[src/rtl/adder_pipe_pkg.sv]
// ============================================================================
// Module : adder_pipe_pkg
// Brief  : Default geometry, result record and parameter legality helper
//          for the segmented pipelined adder.
// Rev    : 1.0  initial release
// ============================================================================
`default_nettype none

package adder_pipe_pkg;

  localparam int c_width_def  = 32;
  localparam int c_stages_def = 2;
  localparam int c_block_def  = 4;

  typedef struct packed {
    logic [c_width_def-1:0] s;
    logic                   co;
    logic                   ovf;
  } result_t;

  function automatic bit params_legal(input int width, input int stages, input int block);
    if (width < 1 || stages < 1 || block < 1) return 1'b0;
    if ((width % stages) != 0) return 1'b0;
    return ((width / stages) % block) == 0;
  endfunction

endpackage

`default_nettype wire

[src/rtl/adder_pipe_cla_seg.sv]
// ============================================================================
// Module : cla_seg
// Brief  : Combinational SEG-bit carry-lookahead adder built from BLOCK-bit
//          lookahead groups, group generate/propagate rippled between groups.
// Rev    : 1.0  initial release
// ============================================================================
`default_nettype none

module cla_seg #(
  parameter int SEG   = 16,
  parameter int BLOCK = 4
) (
  input  logic [SEG-1:0] a,
  input  logic [SEG-1:0] b,
  input  logic           cin,
  output logic [SEG-1:0] s,
  output logic           cout,
  output logic           cmsb
);

  localparam int c_groups = SEG / BLOCK;

  logic [SEG-1:0]      w_g;
  logic [SEG-1:0]      w_p;
  logic [SEG-1:0]      w_c;
  logic [c_groups-1:0] w_grp_g;
  logic [c_groups-1:0] w_grp_p;
  logic [c_groups:0]   w_gc;

  // Flattened sum-of-products carry into bit n of a group from the group carry-in.
  function automatic logic lookahead(input logic [BLOCK-1:0] gv, input logic [BLOCK-1:0] pv,
                                     input logic c0, input int n);
    logic acc;
    logic term;
    acc = c0;
    for (int m = 0; m < BLOCK; m++)
      if (m < n) acc = acc & pv[m];
    for (int m = 0; m < BLOCK; m++) begin
      if (m < n) begin
        term = gv[m];
        for (int q = m + 1; q < BLOCK; q++)
          if (q < n) term = term & pv[q];
        acc = acc | term;
      end
    end
    return acc;
  endfunction

  assign w_g = a & b;
  assign w_p = a ^ b;

  for (genvar j = 0; j < c_groups; j++) begin : g_grp
    logic [BLOCK-1:0] w_gg;
    logic [BLOCK-1:0] w_pp;

    assign w_gg       = w_g[j*BLOCK +: BLOCK];
    assign w_pp       = w_p[j*BLOCK +: BLOCK];
    assign w_grp_g[j] = lookahead(w_gg, w_pp, 1'b0, BLOCK);
    assign w_grp_p[j] = &w_pp;

    for (genvar i = 0; i < BLOCK; i++) begin : g_bit
      assign w_c[j*BLOCK + i] = lookahead(w_gg, w_pp, w_gc[j], i);
    end
  end

  always_comb begin
    w_gc    = '0;
    w_gc[0] = cin;
    for (int j = 0; j < c_groups; j++)
      w_gc[j+1] = w_grp_g[j] | (w_grp_p[j] & w_gc[j]);
  end

  assign s    = w_p ^ w_c;
  assign cout = w_gc[c_groups];
  assign cmsb = w_c[SEG-1];

endmodule

`default_nettype wire

[src/rtl/adder_pipe.sv]
// ============================================================================
// Module : adder_pipe
// Brief  : Valid/ready pipelined adder/subtractor, one operand segment per
//          stage. Define ADDER_PIPE_OVF_EN to build signed-overflow output.
// Rev    : 1.0  initial release
// ============================================================================
`default_nettype none

module adder_pipe
  import adder_pipe_pkg::*;
#(
  parameter int WIDTH  = c_width_def,
  parameter int STAGES = c_stages_def,
  parameter int BLOCK  = c_block_def
) (
  input  logic             clk,
  input  logic             rst,
  input  logic             in_valid,
  output logic             in_ready,
  input  logic [WIDTH-1:0] A,
  input  logic [WIDTH-1:0] B,
  input  logic             ci,
  input  logic             sub,
  output logic             out_valid,
  input  logic             out_ready,
  output logic [WIDTH-1:0] S,
  output logic             co,
  output logic             ovf
);

  localparam int c_seg  = WIDTH / STAGES;
  localparam int c_last = STAGES - 1;

  if (!params_legal(WIDTH, STAGES, BLOCK)) begin : g_param_check
    $error("adder_pipe: WIDTH must divide by STAGES and WIDTH/STAGES by BLOCK");
  end

  logic [WIDTH-1:0] w_b_eff;
  logic             w_cin0;

  assign w_b_eff = sub ? ~B : B;
  assign w_cin0  = sub | ci;

  for (genvar k = 0; k < STAGES; k++) begin : g_stage
    // Operand bits not yet consumed when entering stage k.
    localparam int c_rem = WIDTH - k * c_seg;

    logic [c_rem-1:0]       w_src_a;
    logic [c_rem-1:0]       w_src_b;
    logic                   w_cin;
    logic                   w_up_valid;
    logic                   w_free;
    logic                   w_take;
    logic [c_seg-1:0]       w_s;
    logic                   w_cout;
    logic                   w_cmsb;
    logic                   r_v;
    logic                   r_c;
    logic [(k+1)*c_seg-1:0] r_s;

    cla_seg #(
      .SEG   (c_seg),
      .BLOCK (BLOCK)
    ) u_cla (
      .a    (w_src_a[c_seg-1:0]),
      .b    (w_src_b[c_seg-1:0]),
      .cin  (w_cin),
      .s    (w_s),
      .cout (w_cout),
      .cmsb (w_cmsb)
    );

    if (k == 0) begin : g_head
      assign w_src_a    = A;
      assign w_src_b    = w_b_eff;
      assign w_cin      = w_cin0;
      assign w_up_valid = in_valid;

      always_ff @(posedge clk or posedge rst) begin
        if (rst)         r_s <= '0;
        else if (w_take) r_s <= w_s;
      end
    end else begin : g_tail
      assign w_src_a    = g_stage[k-1].g_skew.r_a;
      assign w_src_b    = g_stage[k-1].g_skew.r_b;
      assign w_cin      = g_stage[k-1].r_c;
      assign w_up_valid = g_stage[k-1].r_v;

      always_ff @(posedge clk or posedge rst) begin
        if (rst)         r_s <= '0;
        else if (w_take) r_s <= {w_s, g_stage[k-1].r_s};
      end
    end

    assign w_take = w_up_valid & w_free;

    always_ff @(posedge clk or posedge rst) begin
      if (rst) begin
        r_v <= 1'b0;
        r_c <= 1'b0;
      end else begin
        if (w_free) r_v <= w_take;
        if (w_take) r_c <= w_cout;
      end
    end

    if (k < c_last) begin : g_skew
      logic [c_rem-c_seg-1:0] r_a;
      logic [c_rem-c_seg-1:0] r_b;
      logic                   w_cmsb_unused;

      assign w_free        = !r_v | g_stage[k+1].w_free;
      assign w_cmsb_unused = w_cmsb;

      always_ff @(posedge clk or posedge rst) begin
        if (rst) begin
          r_a <= '0;
          r_b <= '0;
        end else if (w_take) begin
          r_a <= w_src_a[c_rem-1:c_seg];
          r_b <= w_src_b[c_rem-1:c_seg];
        end
      end
    end else begin : g_final
      assign w_free = !r_v | out_ready;
`ifdef ADDER_PIPE_OVF_EN
      logic r_ovf;

      always_ff @(posedge clk or posedge rst) begin
        if (rst)         r_ovf <= 1'b0;
        else if (w_take) r_ovf <= w_cmsb ^ w_cout;
      end
`else
      logic w_cmsb_unused;

      assign w_cmsb_unused = w_cmsb;
`endif
    end
  end

  assign in_ready  = g_stage[0].w_free;
  assign out_valid = g_stage[c_last].r_v;
  assign S         = g_stage[c_last].r_s;
  assign co        = g_stage[c_last].r_c;

`ifdef ADDER_PIPE_OVF_EN
  assign ovf = g_stage[c_last].g_final.r_ovf;
`else
  assign ovf = 1'b0;
`endif

endmodule

`default_nettype wire

[config.mk]
export PLATFORM = sky130hd
export DESIGN_NAME = adder_pipe
export DESIGN_NICKNAME = d
export VERILOG_FILES = /design/src/rtl/adder_pipe_pkg.sv /design/src/rtl/adder_pipe_cla_seg.sv /design/src/rtl/adder_pipe.sv
export SDC_FILE = /design/constraint.sdc
export NUM_CORES = 1
export LEC_CHECK = 0
export ABC_AREA = 1
export CORE_MARGIN = 2
export CORE_UTILIZATION = 41
export CTS_CLUSTER_SIZE = 12
export DETAILED_ROUTE_END_ITERATION = 7
export GPL_TIMING_DRIVEN = 0
export PLACE_DENSITY_LB_ADDON = 0.25
export RECOVER_POWER = 50
export SYNTH_ARGS = -nofsm -noshare
export SYNTH_HDL_FRONTEND = slang
export SYNTH_SLANG_ARGS = --single-unit
export TNS_END_PERCENT = 1
[constraint.sdc]
create_clock -name clk -period 3.4 [get_ports clk]
set_input_delay 0.85 -clock clk [delete_from_list [all_inputs] [get_ports clk]]
set_output_delay 0.85 -clock clk [all_outputs]
set_load 0.01 [all_outputs]
==> out/results.ini <==
[placed_design]
gp_congestion = 0.845
dpl_cell_area_um2 = 6010
io_buffers = 103
dp_hpwl_um = 8650

[timing]
tns_ns = 0
fin_crit_sh_pct = 90.9
slew_violations = 40
rsz0062_at_grt = false
worstMarginPinSlew_ns = 1.68
fin_crit_ns = 3.09
hold_viol = 0
fmax_mhz = 323
setup_viol = 0
maxSlewHeadroom_pct = -12.8
finClkSkew_ns = 0.00423

[global_routing]
antenna_found_initial = 0
grt.total_usage_pct = 18.8
grt_pass1_vias = 4048
grt_max_degree = 47
grt-ovfl-total = 0
grt_pass1_wl_um = 18900

[clocking]
cts_resized = 0
cts_max_path_buffers = 2
cts_setup_buffers = 0
cts.htree.levels = 3
clock_latency_ns = 0.33
clk_pin_slew_ns = 0.06
cts_root_buf = clkbuf_16
cts_tree = built
clkSinkCount = 84
cts_hold_buf = 0
numCtsBuffers = 9

[detailed_routing]
wirelength_met1_um = 5000
drcViolationCount = 0
via_per_inst = 4.80
wl_um = 11300
wl_per_cell_um = 13.7
ant_nets = 0
wl_met3_um = 800
top_layer = met4
met2WireLength_um = 5350
drtIter0Drc = 118
drtPass1Iterations = 4
vias = 3950

[floorplanning]
core_um2 = 11400
core.rowCount = 39
io_pins = 106
die_w_um = 112
die_h_um = 112
start_util_pct = 42.0
die_area_um2 = 12500

[synth]
avgSynthCellArea_um2 = 8.53
synth_cell_types = 27
synth_top_area_share_pct = 44.0
synth-seq-area-share_pct = 44.0
yosysWarnings = 0
ys_seq_elements = 84
synthCells = 560
synth_area_leaders = dfrtp_1 (44%), nand2_1 (15%), ha_1 (10%)
synth_top_cell_by_area = dfrtp_1
synth_area_um2 = 4770
syn_nets = 678

[min_path]
hp-start = g_stage[0].r_s[8]
hold_path_class = reg -> reg

[setup_path]
crit_path_end_kind = register
cpPeakStageDelay_ns = 0.42
critPathMaxFanout = 3
path_common_cell = nand2_2
critPathLaunchType = primary input
r2r-start = g_stage[0].g_skew.r_a[1]
worst_path_max_delay_cell = clkdlybuf4s50_1
crit_buf_inv = 3
crit_family = simple AND/OR/NAND/NOR gates
worstPathRequired_ns = 3.59
worst-endpoint-arrival_ns = 3.28
startpoint = B[0]
crit_type = in -> reg
worstPathCellList = clkdlybuf4s50_1 -> xnor2_1 -> inv_1 -> ha_1 -> nand2_1 -> nor2_1 -> nand2_2 -> nand3_2 -> nand2_2 -> nand2_2 -> nand2_2 -> nand2_2 -> ha_1 -> a21oi_1 -> nor2_1 -> inv_1 -> nand3_1 -> nand3_1 -> o21ai_0

[final_layout]
syn_to_final_growth_pct = 31.4
final_cell_mix = nand2_1 (195), clkdlybuf4s50_1 (88), dfrtp_1 (84)
final_common_cell = nand2_1
drive_above_1_share_pct = 5.00
antenna_cells = 0
final_cell_area_um2 = 6270
layout.nets = 793

[status]
status = finished, violations left
violations = capacitance limit, slew limit

[run]
drv_cap = 1

[power]
vdd_drop_max_mv = 0.321
leakage_nw = 3.08
powerDensity_nw_per_um2 = 604

==> routing by layer <==
layer  track usage (%)  vias to the layer above
li1                  -                     1976
met1              24.3                     1852
met2              31.4                      111
met3              4.25                       11
met4              6.26                        0
met5                 0                        -
==> flip-flops by register name, indices dropped and copies added, names as in the netlist <==
register	count
out_valid	1
S	32
g_stage.r_v	1
g_stage.g_skew.r_a	16
g_stage.g_skew.r_b	16
g_stage.r_s	16
g_stage.r_c	1
co	1
==> kinds of logic (layout without fill, tap and decap cells) <==
kind of cell    after synthesis  in the layout  share of synthesized area (%)
compound gates               72             72                           7.86
xor+xnor                     47             47                           8.62
fa+ha+maj                    48             48                           13.8
buf+inv                      68            188                           5.74
flops                        84             84                           44.0
other cells                   1              1                         0.0785
simple gates                240            240                           19.8
==> worst register-to-register path, cell delays in order (launching register included) <==
cell,delay [ns]
dfrtp_1,0.39
ha_1,0.35
nand2_1,0.12
nand2_1,0.05
nand2_1,0.05
nand3_1,0.15
nand2_1,0.10
nand2_1,0.12
nand2_1,0.10
nand2_1,0.11
ha_1,0.20
o21ai_0,0.15
nand2_1,0.08
nand2_1,0.08
nand2_1,0.06
xor2_1,0.14
o21ai_0,0.13
==> synth_stat cells <==
| cell type | n |
|---|---|
| nor2_1 | 22 |
| buf_4 | 1 |
| xnor2_1 | 24 |
| buf_6 | 1 |
| clkbuf_1 | 13 |
| o21bai_1 | 1 |
| and2_1 | 1 |
| nand2_2 | 6 |
| buf_2 | 6 |
| a31oi_1 | 1 |
| fa_1 | 8 |
| inv_1 | 46 |
| conb_1 | 1 |
| ha_1 | 40 |
| a21oi_2 | 1 |
| a21oi_1 | 14 |
| or2_4 | 1 |
| a211oi_1 | 1 |
| o22ai_1 | 4 |
| nand3_1 | 11 |
| o21ai_0 | 50 |
| nand2_1 | 195 |
| clkinv_1 | 1 |
| nand3_2 | 1 |
| xor2_1 | 23 |
| nor3_1 | 3 |
| dfrtp_1 | 84 |
==> stage by stage <==
stage               util, %  power, mW  std cells  hold WS, ns  setup WS (ns)
floorplan                 -       2.25        560        0.442          0.318
global route           55.2       4.07        823        0.505          0.190
detailed placement     52.9       2.94        807        0.461     -0.0000731
finish                 55.2       3.79        823        0.472          0.309
CTS                    55.4       3.86        823        0.475          0.353
global placement       52.6       2.89        806        0.452         -0.884
==> report_power, final <==
part / leakage, nW / switching, mW / total [mW] / internal, mW
Combinational: 1.91 / 0.718 / 1.40 / 0.687
Clock: 0.142 / 0.382 / 0.914 / 0.532
Sequential: 1.03 / 0.178 / 1.47 / 1.29
==> final cells by class <==
cell class	instances	area [um^2]
Clock inverter	4	23.8
Multi-Input combinational cell	408	2400
Buffer	21	97.6
Clock buffer	12	256
Tap cell	143	179
Fill cell	1056	5100
Inverter	47	178
Timing Repair Buffer	104	1040
Sequential cell	84	2100
==> worst paths after layout <==
check                                          end  slack, ns  cells after the start
worst max register to register               S[31]       0.96                     16
min in group asynchronous                    S[22]       1.38                      2
worst min register to register                S[8]       0.47                      2
max in group asynchronous                     S[3]       0.62                      3
worst max-delay path            g_stage[0].r_s[15]       0.31                     19
worst min-delay path                          S[8]       0.47                      2
(Power assumes the default switching activity.)
